## src/rtl/uart_tx_fifo.sv

```systemverilog
// Buffered 8N1/8E1/8O1/8x2 UART transmitter: valid/ready byte FIFO feeding a serialiser.
// Start bit leaves 2 edges after a push into an idle block; tx_ready is a registered !full.
module uart_tx_fifo #(
    parameter int CLK_HZ     = 50_000_000,
    parameter int BAUD       = 115200,
    parameter int FIFO_DEPTH = 4,
    parameter int PARITY_EN  = 0,
    parameter int PARITY_ODD = 0,
    parameter int STOP_BITS  = 1
) (
    input  logic                          FPGA_CLK,
    input  logic                          RESET_BUT,
    input  logic [7:0]                    tx_data,
    input  logic                          tx_valid,
    output logic                          tx_ready,
    output logic                          UART_TXD,
    output logic                          tx_busy,
    output logic [$clog2(FIFO_DEPTH):0]   fifo_count
);
    localparam int BAUD_DIV = (CLK_HZ + BAUD / 2) / BAUD;
    localparam int CW       = (BAUD_DIV > 1) ? $clog2(BAUD_DIV) : 1;
    localparam int AW       = $clog2(FIFO_DEPTH);

    localparam logic [CW-1:0] DIV_LAST  = CW'(BAUD_DIV - 1);
    localparam logic [AW:0]   FULL_CNT  = (AW + 1)'(FIFO_DEPTH);
    localparam logic [2:0]    STOP_LAST = 3'(STOP_BITS - 1);
    localparam logic          PAR_EN    = (PARITY_EN != 0);
    localparam logic          PAR_ODD   = (PARITY_ODD != 0);

    typedef enum logic [2:0] {IDLE, START, DATA, PARITY, STOP} state_t;

    state_t          state_q, state_d;
    logic [CW-1:0]   baud_cnt_q, baud_cnt_d;
    logic [2:0]      bit_cnt_q, bit_cnt_d;
    logic [7:0]      shift_q, shift_d;
    logic            txd_q, txd_d;
    logic            ready_q, ready_d;
    logic [7:0]      mem_q [FIFO_DEPTH];
    logic [7:0]      mem_d [FIFO_DEPTH];
    logic [AW-1:0]   wr_ptr_q, wr_ptr_d;
    logic [AW-1:0]   rd_ptr_q, rd_ptr_d;
    logic [AW:0]     count_q, count_d;
    logic            push, pop, baud_tick, fifo_nempty;

    assign push        = tx_valid & ready_q;
    assign baud_tick   = (baud_cnt_q == DIV_LAST);
    assign fifo_nempty = (count_q != '0);

    always_ff @(posedge FPGA_CLK or posedge RESET_BUT) begin
        if (RESET_BUT) begin
            state_q    <= IDLE;
            baud_cnt_q <= '0;
            bit_cnt_q  <= '0;
            shift_q    <= '0;
            txd_q      <= 1'b1;
            ready_q    <= 1'b0;
            wr_ptr_q   <= '0;
            rd_ptr_q   <= '0;
            count_q    <= '0;
            for (int i = 0; i < FIFO_DEPTH; i++) mem_q[i] <= '0;
        end else begin
            state_q    <= state_d;
            baud_cnt_q <= baud_cnt_d;
            bit_cnt_q  <= bit_cnt_d;
            shift_q    <= shift_d;
            txd_q      <= txd_d;
            ready_q    <= ready_d;
            wr_ptr_q   <= wr_ptr_d;
            rd_ptr_q   <= rd_ptr_d;
            count_q    <= count_d;
            mem_q      <= mem_d;
        end
    end

    // Next state; STOP chains straight into START so queued frames have no idle gap.
    always_comb begin
        state_d    = state_q;
        baud_cnt_d = baud_tick ? '0 : baud_cnt_q + CW'(1);
        bit_cnt_d  = bit_cnt_q;
        shift_d    = shift_q;
        pop        = 1'b0;
        case (state_q)
            IDLE: begin
                baud_cnt_d = '0;
                if (fifo_nempty) begin
                    pop       = 1'b1;
                    shift_d   = mem_q[rd_ptr_q];
                    bit_cnt_d = '0;
                    state_d   = START;
                end
            end
            START: begin
                if (baud_tick) begin
                    bit_cnt_d = '0;
                    state_d   = DATA;
                end
            end
            DATA: begin
                if (baud_tick) begin
                    if (bit_cnt_q == 3'd7) begin
                        bit_cnt_d = '0;
                        state_d   = PAR_EN ? PARITY : STOP;
                    end else begin
                        bit_cnt_d = bit_cnt_q + 3'd1;
                    end
                end
            end
            PARITY: begin
                if (baud_tick) begin
                    bit_cnt_d = '0;
                    state_d   = STOP;
                end
            end
            STOP: begin
                if (baud_tick) begin
                    if (bit_cnt_q == STOP_LAST) begin
                        bit_cnt_d = '0;
                        if (fifo_nempty) begin
                            pop     = 1'b1;
                            shift_d = mem_q[rd_ptr_q];
                            state_d = START;
                        end else begin
                            state_d = IDLE;
                        end
                    end else begin
                        bit_cnt_d = bit_cnt_q + 3'd1;
                    end
                end
            end
            default: state_d = IDLE;
        endcase
    end

    always_comb begin
        txd_d = 1'b1;
        case (state_q)
            START:   txd_d = 1'b0;
            DATA:    txd_d = shift_q[bit_cnt_q];
            PARITY:  txd_d = (^shift_q) ^ PAR_ODD;
            default: txd_d = 1'b1;
        endcase
    end

    always_comb begin
        mem_d    = mem_q;
        wr_ptr_d = wr_ptr_q;
        rd_ptr_d = rd_ptr_q;
        count_d  = count_q;
        if (push) begin
            mem_d[wr_ptr_q] = tx_data;
            wr_ptr_d        = wr_ptr_q + AW'(1);
        end
        if (pop) rd_ptr_d = rd_ptr_q + AW'(1);
        case ({push, pop})
            2'b10:   count_d = count_q + (AW + 1)'(1);
            2'b01:   count_d = count_q - (AW + 1)'(1);
            default: count_d = count_q;
        endcase
        ready_d = (count_d != FULL_CNT);
    end

    assign tx_ready   = ready_q;
    assign UART_TXD   = txd_q;
    assign tx_busy    = (state_q != IDLE) || fifo_nempty;
    assign fifo_count = count_q;
endmodule

```

## config.mk

```make
export PLATFORM = sky130hd
export DESIGN_NAME = uart_tx_fifo
export DESIGN_NICKNAME = d
export VERILOG_FILES = /design/src/rtl/uart_tx_fifo.sv
export SDC_FILE = /design/constraint.sdc
export NUM_CORES = 1
export LEC_CHECK = 0
export CORE_MARGIN = 5
export CORE_UTILIZATION = 35
export CTS_BUF_LIST = sky130_fd_sc_hd__clkbuf_2
export CTS_CLUSTER_DIAMETER = 100
export DETAILED_ROUTE_END_ITERATION = 8
export SYNTH_ARGS = -nofsm -noshare
export SYNTH_HDL_FRONTEND = slang
export SYNTH_SLANG_ARGS = --single-unit
```

## constraint.sdc

```tcl
create_clock -name FPGA_CLK -period 4.8 [get_ports FPGA_CLK]
set_input_delay 1.2 -clock FPGA_CLK [delete_from_list [all_inputs] [get_ports FPGA_CLK]]
set_output_delay 1.2 -clock FPGA_CLK [all_outputs]
set_load 0.05 [all_outputs]
```

==> results.py, run 1 <==
metrics = {
    "floorplanning": {
        "coreArea_mm2": 0.00876,
        "chipHeight_um": 105,
        "ioPinCount": 17,
        "die-area_mm2": 0.0111,
        "dieWidth_um": 105,
        "row_count": 34,
        "start_util_pct": 36.2,
    },
    "cts": {
        "path_clk_slew_ns": 0.19,
        "cts_made_buffers": 9,
        "cts_setup_buffers": 0,
        "cts_sinks": 64,
        "cts_tree": "done",
        "cts-resized-gates": 0,
        "htreeDepth": 3,
        "clk_latency_ns": 0.49,
        "cts_root_buffer": "clkbuf_2",
        "clockBufferDepth": 2,
        "ctsHoldBuffers": 0,
    },
    "setup_path": {
        "r2r-end": "tx_ready",
        "endpoint_kind": "output port",
        "arrival_ns": 2.23,
        "rr_worst_depth": 14,
        "reg2reg_from": "bit_cnt_q[0]",
        "worstSetupStartpoint": "fifo_count[0]",
        "r2r_slack_ns": 1.96,
        "required_ns": 3.60,
        "cp_max_fo": 4,
        "path_class": "register to output port",
        "setup.worst_path.start_class": "register",
    },
    "final_layout": {
        "drive_gt1_share_pct": 28.1,
        "area_delta_synth_final_pct": 13.7,
        "nets": 287,
        "fill_cells": 847,
        "finalInstanceArea_mm2": 0.00360,
        "num_antenna_cells": 0,
    },
    "drt": {
        "routed_wirelength_um": 5530,
        "wire_per_inst_um": 14.6,
        "ant_nets": 0,
        "viasPerCell": 4.92,
        "drtIter0Drc": 58,
        "firstDrtPassIters": 4,
        "vias": 1858,
        "drc": 0,
    },
    "power_and_ir_drop": {
        "p_per_area_mw_per_mm2": 626,
        "vdd_ir_drop_max_uv": 264,
        "p_leak_nw": 1.53,
    },
    "sta": {
        "finalCritPeriodShare_pct": 71.4,
        "slew_violations": 0,
        "hold_ws_ns": 0.500,
        "worst_pin_slew_ns": 1.05,
        "fin_crit_ns": 3.43,
        "finalSetupTns_ns": 0,
        "rsz0062_at_grt": "no",
        "clock.fmax_mhz": 292,
        "hold_viol": 0,
        "skew_ns": 0.0219,
        "relSlewSlack_pct": 30.1,
        "setup_viol_count_final": 0,
    },
    "synth": {
        "syn-mean-instance-area_um2": 12.9,
        "ys.flop_type": "dfrtp_1",
        "synth.most_common_cell": "dfrtp_1",
        "synth_nets": 267,
        "ys_seq_area_share_pct": 50.6,
        "ys_ff_latch": 64,
        "synth_commonest_cells": "dfrtp_1, mux2_2, nor2_1",
        "yosys.area.top_type_share_pct": 49.8,
        "synth_area_leaders": "dfrtp_1, mux2_2, mux4_2",
        "yosysUniqueCellTypes": 43,
        "postSynth.asyncResetShare_pct": 100,
        "ys_warn_count": 0,
        "synthCells": 245,
        "synth_area_mm2": 0.00317,
        "synth_edf_count": 0,
        "synth_area_leader_cell": "dfrtp_1",
    },
    "global_routing": {
        "grt_start_max_net_pins": 51,
        "antenna_found_initial": 0,
        "grt-ovfl-total": 0,
        "grtUsageTotal_pct": 10.9,
        "grt_pass1_wl_um": 9660,
        "grt_pass1_vias": 1921,
    },
    "hold_path": {
        "min_to": "baud_cnt_q[0]",
        "min_from": "baud_cnt_q[0]",
        "hold_depth": 1,
        "hold_path_class": "register to register",
    },
    "placed_design": {
        "place_congestion": 0.767,
        "io_buffers": 16,
        "post_dp_cell_area_mm2": 0.00344,
        "hpwl_um": 3840,
    },
    "status": {
        "status": "completed",
    },
    "job": {
        "maxCapViolations": 0,
    },
}
==> worst max-delay path, cell delays in order, from the launching register on <==
cell and delay (ns):
dfrtp_1 0.45, nor3_1 0.41, nand2_1 0.15, clkdlybuf4s50_1 0.74
==> state kept, by name (all words and copies together), names as in the netlist <==
register,flops
bit_cnt_q,3
state_q,3
tx_ready,1
shift_q,8
mem_q,32
wr_ptr_q,2
UART_TXD,1
rd_ptr_q,2
baud_cnt_q,9
fifo_count,3
==> metrics by stage <==
stage | total power [mW] | instances | setup slack, ns | util (%)
floorplan | 1.65 | 245 | 2.00 | -
global placement | 1.83 | 362 | 1.73 | 39.2
global route | 2.42 | 378 | 1.20 | 41.1
CTS | 2.29 | 378 | 1.31 | 41.1
detailed placement | 1.85 | 362 | 1.68 | 39.2
finish | 2.26 | 378 | 1.37 | 41.1
==> power breakdown <==
part           switching [mW]  total [mW]  leakage (nW)  internal, mW
clock                   0.208       0.434        0.0921         0.225
combinational           0.341       0.845         0.657         0.505
sequential              0.205       0.978         0.776         0.773
==> cell type report <==
class | instances | area [um2] | area share (%)
Sequential cell | 64 | 1600 | 44.5
Tap cell | 108 | 135 | 3.75
Multi-Input combinational cell | 160 | 1480 | 41.0
Timing Repair Buffer | 17 | 168 | 4.65
Inverter | 13 | 56.3 | 1.56
Clock buffer | 9 | 45.0 | 1.25
Clock inverter | 7 | 120 | 3.33
==> metal layers <==
layer	routed length [um]	track usage, %
met1	2780	15.2
met2	2470	15.8
met3	136	2.47
met4	138	5.75
met5	0	0
==> kinds of logic (layout without fill, tap and decap cells) <==
| group | count (synthesis) | count (layout) | share of synthesized area (%) |
|---|---|---|---|
| xor gates and xnor gates | 19 | 19 | 5.25 |
| buffers and inverters | 21 | 46 | 2.80 |
| AOI/OAI and AO/OA | 22 | 22 | 4.58 |
| and+or+nand+nor | 54 | 54 | 8.93 |
| DFF | 64 | 64 | 50.6 |
| muxes | 54 | 54 | 23.3 |
| adders and majority gates | 11 | 11 | 4.58 |
==> how the worst max path moves through the flow <==
stage                    endpoint  slack [ns]  depth (start not counted)
global placement         tx_ready        1.73                          9
CTS                       tx_busy        1.31                          3
global route              tx_busy        1.20                          3
detailed placement       tx_ready        1.68                          9
floorplan           baud_cnt_q[0]        2.00                          1
finish                    tx_busy        1.37                          3
==> cells in the final DEF, fill, tap and decap left out, types with 3 or more instances in the layout <==
cell type        instances
dfrtp_1                 63
mux2_2                  34
nor2_1                  18
clkdlybuf4s50_1         16
xnor2_1                 14
inv_1                   11
ha_1                    10
mux4_2                   9
clkbuf_2                 9
nand2_1                  8
nand3_1                  8
mux2_4                   8
o21ai_0                  5
xor2_1                   5
nand2b_1                 4
nor3_1                   4
a21oi_1                  4
o31ai_1                  3
bufinv_16                3
Note: power is estimated with default switching activity, not from simulation.
==> inputs of run 2 (changes only) <==
clock period = 2.9 ns   (was 4.8 ns; I/O delays follow)
==> run 2 against run 1 <==
Effect of this change: sequential power grew 65%; design area is 0.56% lower; combinational power grew 67%; flip-flop and latch count is the same; critical path type is now register to register; highest routed layer unchanged.
==> results.py, run 2 (synthesized netlist as in run 1, its figures left out) <==
metrics = {
    "status": {
        "status": "completed",
    },
    "global_routing": {
        "grt_start_max_net_pins": 26,
        "grt_pass1_vias": 1986,
        "grt_pass1_wl_um": 9750,
        "grtUsageTotal_pct": 11.1,
        "grt-ovfl-total": 0,
        "antenna_found_initial": 0,
    },
    "placed_design": {
        "place_ws_ns": 0.159,
        "hpwl_um": 4050,
        "io_buffers": 16,
        "post_dp_cell_area_mm2": 0.00349,
        "place_congestion": 0.789,
    },
    "setup_path": {
        "crit_chain": "nor4b_4 -> nand2_2 -> a21o_1 -> or2_4 -> inv_8 -> ha_1 -> inv_1 -> fa_1 -> xor2_1 -> nor2_1 -> xor2_1 -> nand2_1",
        "reg2reg_from": "baud_cnt_q[2]",
        "worstSetupStartpoint": "baud_cnt_q[2]",
        "cpMostUsedCell": "xor2_1",
        "required_ns": 3.28,
        "crit_buf_inv": 2,
        "slowest_delay_ns": 0.48,
        "setup.worst_path.start_class": "register",
        "critPathSlowestCell": "dfrtp_1",
        "path_class": "register to register",
        "cp_max_fo": 9,
        "endpoint_kind": "register",
        "arrival_ns": 3.10,
        "cp_top_family": "simple AND/OR/NAND/NOR gates",
    },
    "power_and_ir_drop": {
        "intPower_mw": 2.23,
        "vdd_ir_drop_max_uv": 409,
        "p_per_area_mw_per_mm2": 970,
        "p_leak_nw": 1.52,
        "total_power_mw": 3.47,
        "sw_frac_of_total_pct": 35.8,
        "combPwrFrac_pct": 40.7,
        "p_sw_mw": 1.24,
        "pwr-share-seq_pct": 46.4,
        "pwr-share-clk_pct": 12.9,
    },
    "cts": {
        "cts_sinks": 64,
        "clk_latency_ns": 0.49,
        "path_clk_slew_ns": 0.19,
        "cts_tree": "done",
        "clockBufferDepth": 2,
        "cts_root_buffer": "clkbuf_2",
        "ctsHoldBuffers": 0,
        "cts_made_buffers": 9,
        "htreeDepth": 3,
    },
    "drt": {
        "viasPerCell": 5.04,
        "firstDrtPassIters": 4,
        "wire_per_inst_um": 14.8,
        "ant_nets": 0,
        "drc": 0,
        "routed_wirelength_um": 5690,
        "drtIter0Drc": 109,
        "vias": 1937,
    },
    "hold_path": {
        "min_from": "baud_cnt_q[0]",
        "hold_path_class": "register to register",
    },
    "floorplanning": {
        "die-area_mm2": 0.0111,
        "ioPinCount": 17,
        "start_util_pct": 36.2,
        "dieWidth_um": 105,
        "chipHeight_um": 105,
        "coreArea_mm2": 0.00876,
        "row_count": 34,
    },
    "sta": {
        "slew_violations": 0,
        "worst_pin_slew_ns": 0.646,
        "fin_crit_ns": 2.72,
        "finalCritPeriodShare_pct": 93.8,
        "skew_ns": 0.0215,
        "relSlewSlack_pct": 56.9,
        "setup_viol_count_final": 0,
        "clock.fmax_mhz": 368,
        "hold_viol": 0,
        "setup_ws_ns": 0.180,
    },
    "final_layout": {
        "num_antenna_cells": 0,
        "finish.utilization_pct": 40.9,
        "area_delta_synth_final_pct": 13.1,
        "nets": 293,
        "top_register": "mem_q",
        "finalInstanceArea_mm2": 0.00358,
        "largest_reg_flops": 32,
        "final_common_cell": "dfrtp_1",
        "largestRegisters": "mem_q x32, baud_cnt_q x9, shift_q x8",
        "final_cell_mix": "dfrtp_1, mux2_2, nor2_1",
        "drive_gt1_share_pct": 29.7,
    },
    "job": {
        "maxCapViolations": 0,
    },
}
==> run 2: cell types whose count changed in the layout (fill, tap and decap cells not counted), sizes merged <==
cell           previous run  this run
buf                       1         7
dlygate4sd2               0         1
clkdlybuf4s50            16        15
bufinv                    3         0
clkbuf                    9        10
clkinvlp                  1         3
==> run 2: worst paths after layout <==
path | to | slack (ns) | depth (start not counted)
setup / recovery | tx_ready | 0.18 | 12
hold / removal | baud_cnt_q[0] | 0.50 | 1
setup reg to reg | tx_ready | 0.18 | 12
hold reg to reg | baud_cnt_q[0] | 0.50 | 1
max in group asynchronous | mem_q[28] | 1.76 | 3
min in group asynchronous | mem_q[17] | 0.57 | 2
==> run 2: layer usage <==
metal	vias up	share of wire, %	global-route usage [%]
met5	-	0	0
met1	980	48	14.6
li1	918	-	-
met4	0	1.4	4.93
met3	7	3.0	3.21
met2	32	47	17.1
==> run 2: power groups by stage <==
stage / sequential (mW) / clock [mW] / combinational, mW
global placement: 1.62 / 0 / 1.42
finish: 1.61 / 0.447 / 1.41
floorplan: 1.59 / 0 / 1.15
CTS: 1.62 / 0.462 / 1.45
global route: 1.67 / 0.515 / 1.56
detailed placement: 1.64 / 0 / 1.44
==> run 2: cell type report <==
type | instances | area [um2]
multi-input combinational | 160 | 1480
inverter | 13 | 56.3
sequential | 64 | 1600
fill | 843 | 5180
tap | 108 | 135
clock inverter | 6 | 36.3
clock buffer | 10 | 50.0
timing repair buffer | 23 | 224
==> run 2: timing repair <==
item                                    in CTS  in global routing
setup buffers                                0                  1
gates resized for setup                      1                  1
endpoints found under the setup margin       1                  1
==> run 2: worst register-to-register path, delay by kind of cell, from the launching register on <==
family                   cells  cell delay (ns)
AND/OR/NAND/NOR              5             0.87
adder cells (fa/ha/maj)      2             0.55
flip-flops                   1             0.48
XOR/XNOR                     2             0.34
AO/OA/AOI/OAI                1             0.21
buffers and inverters        2             0.17
==> run 2: stage by stage <==
step,hold slack (ns),cells,setup TNS (ns)
2_1_floorplan,0.453,245,0
4_1_cts,0.500,383,0
6_report,0.501,384,0
5_1_grt,0.535,384,-0.00487
3_5_place_dp,0.479,367,0
3_3_place_gp,0.475,367,0
==> inputs of run 3 (changes only) <==
ABC_AREA = 1   (was unset)
==> run 3 against run 2 <==
Effect of this change: wire length increased by 17%; non-clock buffer count decreased by 4; register-to-register slack improved by 0.19 ns; combinational power is 54% lower; critical path type is now register to output port; largest cell class unchanged; largest power group unchanged; highest routed layer unchanged.
==> results.py, run 3 <==
metrics = {
    "status": {
        "status": "completed",
    },
    "power_and_ir_drop": {
        "pwr-share-clk_pct": 25.1,
        "combPwrFrac_pct": 25.3,
        "pwr-share-seq_pct": 49.6,
        "p_leak_nw": 1.78,
        "intPower_mw": 1.65,
        "vdd_ir_drop_max_uv": 405,
        "p_sw_mw": 0.892,
        "total_power_mw": 2.54,
        "sw_frac_of_total_pct": 35.1,
        "p_per_area_mw_per_mm2": 688,
    },
    "final_layout": {
        "layout.cells.non_filler": 540,
        "final_cell_mix": "nand2_1, o21ai_0, dfrtp_1",
        "largestRegisters": "mem_q x32, baud_cnt_q x9, shift_q x8",
        "final_common_cell": "nand2_1",
        "top_register": "mem_q",
        "fill_cells": 965,
        "area_delta_synth_final_pct": 12.4,
        "finish.utilization_pct": 40.2,
        "nets": 446,
        "largest_reg_flops": 32,
        "finalInstanceArea_mm2": 0.00369,
        "num_antenna_cells": 0,
        "drive_gt1_share_pct": 10.5,
    },
    "sta": {
        "clock.fmax_mhz": 377,
        "finalSetupTns_ns": 0,
        "setup_viol_count_final": 0,
        "hold_ws_ns": 0.509,
        "slew_violations": 0,
        "skew_ns": 0.0351,
        "finalCritPeriodShare_pct": 91.4,
        "hold_viol": 0,
        "worst_pin_slew_ns": 0.650,
        "rsz0062_at_grt": "no",
        "setup_ws_ns": 0.250,
        "fin_crit_ns": 2.65,
        "relSlewSlack_pct": 56.7,
    },
    "synth": {
        "ys.flop_type": "dfrtp_1",
        "ys_seq_area_share_pct": 48.8,
        "ys_ff_latch": 64,
        "syn-mean-instance-area_um2": 8.12,
        "synth_area_leaders": "dfrtp_1, nand2_1, o21ai_0",
        "synth_commonest_cells": "nand2_1, o21ai_0, dfrtp_1",
        "synthCells": 405,
        "yosysUniqueCellTypes": 31,
        "synth.most_common_cell": "nand2_1",
        "synth_nets": 427,
        "ys_warn_count": 0,
        "synth_edf_count": 0,
        "yosys.area.top_type_share_pct": 48.0,
        "postSynth.asyncResetShare_pct": 100,
        "synth_area_mm2": 0.00329,
        "synth_area_leader_cell": "dfrtp_1",
    },
    "cts": {
        "cts_sinks": 64,
        "cts_tree": "done",
        "path_clk_slew_ns": 0.19,
        "cts_root_buffer": "clkbuf_2",
        "clockBufferDepth": 2,
        "htreeDepth": 3,
        "clk_latency_ns": 0.50,
        "cts_made_buffers": 9,
    },
    "floorplanning": {
        "chipHeight_um": 107,
        "dieWidth_um": 107,
        "die-area_mm2": 0.0114,
        "coreArea_mm2": 0.00920,
        "start_util_pct": 35.7,
        "row_count": 35,
        "ioPinCount": 17,
    },
    "setup_path": {
        "slowest_delay_ns": 0.48,
        "path_class": "register to output port",
        "endpoint_kind": "output port",
        "crit_buf_inv": 2,
        "cp_top_family": "buffers and inverters",
        "cp_max_fo": 5,
        "crit_path_end": "tx_busy",
        "arrival_ns": 1.92,
        "r2r_slack_ns": 0.37,
        "crit_chain": "nor2_4 -> nand2_1 -> nor2_1 -> inv_1 -> dlygate4sd2_1",
        "worstSetupStartpoint": "state_q[0]",
        "rr_worst_depth": 15,
        "required_ns": 2.17,
        "critPathSlowestCell": "dfrtp_1",
        "crit_cells": 5,
        "setup.worst_path.start_class": "register",
        "r2r-end": "tx_ready",
        "reg2reg_from": "bit_cnt_q[0]",
    },
    "drt": {
        "firstDrtPassIters": 4,
        "vias": 2585,
        "top_layer_used": "met4",
        "ant_nets": 0,
        "wire_per_inst_um": 12.3,
        "met3_wirelength_um": 283,
        "drtIter0Drc": 89,
        "routed_wirelength_um": 6660,
        "drc": 0,
        "wl_met1_um": 3090,
        "viasPerCell": 4.79,
        "wl_met2_um": 3180,
    },
    "placed_design": {
        "io_buffers": 16,
        "hpwl_um": 4630,
        "place_congestion": 0.759,
        "placed_cells": 524,
        "post_dp_cell_area_mm2": 0.00356,
        "place_ws_ns": 0.357,
    },
    "hold_path": {
        "min_from": "mem_q[6]",
        "hold_path_class": "register to register",
    },
    "global_routing": {
        "grt_start_max_net_pins": 32,
        "grt-ovfl-total": 0,
        "antenna_found_initial": 0,
        "grtUsageTotal_pct": 13.1,
        "grt_pass1_wl_um": 11900,
        "grt_pass1_vias": 2561,
    },
    "job": {
        "maxCapViolations": 0,
    },
}
==> run 3: changes by cell type after synthesis, moves of 9 or more <==
cell     change
o21ai_0     +62
nor2_1      +26
xnor2_1     -11
mux2_2      -34
nand2_1     +99
mux4_2       -9
inv_1       +31
==> run 3: cell type report <==
type | instances | area (um2) | share of cell area (%)
clock inverter | 7 | 93.8 | 2.54
timing repair buffer | 19 | 194 | 5.25
inverter | 47 | 181 | 4.91
clock buffer | 9 | 45.0 | 1.22
multi-input combinational | 283 | 1440 | 38.9
sequential | 64 | 1600 | 43.4
tap | 111 | 139 | 3.76
==> run 3: logic make-up (layout without fill, tap and decap cells) <==
logic type               count (synthesis)  after routing  synth area share, %
flip-flops                              64             64                 48.8
AO/OA/AOI/OAI                           85             85                 14.2
XOR/XNOR                                 6              6                 1.60
adder cells (fa/ha/maj)                 11             11                 4.42
AND/OR/NAND/NOR                        181            181                 23.5
buffers and inverters                   58             82                 7.50
==> run 3: worst min-delay path by stage <==
stage | slack (ns) | end | depth (start not counted)
after floorplan | 0.45 | mem_q[10] | 2
final | 0.51 | mem_q[6] | 2
after detailed placement | 0.47 | mem_q[15] | 2
after global routing | 0.53 | mem_q[11] | 2
after CTS | 0.51 | mem_q[11] | 2
after global placement | 0.46 | mem_q[15] | 2
==> run 3: timing repair <==
item                                    in CTS  in global routing
hold buffers                                 0                  0
endpoints found under the setup margin       1                  0
gates resized for setup                      1                  0
setup buffers                                0                  0
==> run 3: worst reg2reg max path, stage by stage, from the launching register on <==
cell and delay (ns):
dfrtp_1 0.52, inv_1 0.13, ha_1 0.15, nand2_1 0.06, nand3_2 0.06, inv_1 0.06, nor2_2 0.12, nand2_4 0.10
inv_6 0.15, ha_1 0.16, inv_1 0.06, fa_1 0.37, a21oi_1 0.14, o21ai_0 0.10, xor2_1 0.20, nand2_1 0.07
==> run 3: power groups by stage <==
stage / combinational (mW) / clock [mW] / sequential (mW)
2_1_floorplan: 0.390 / 0 / 1.34
3_3_place_gp: 0.632 / 0 / 1.27
3_5_place_dp: 0.648 / 0 / 1.28
4_1_cts: 0.651 / 0.661 / 1.26
5_1_grt: 0.742 / 0.712 / 1.29
6_report: 0.643 / 0.639 / 1.26
==> run 3: layer usage <==
layer / track usage, % / vias to the layer above
met5: 0 / -
met4: 3.29 / 0
met3: 4.33 / 14
met2: 21.4 / 45
met1: 16.6 / 1205
li1: - / 1321
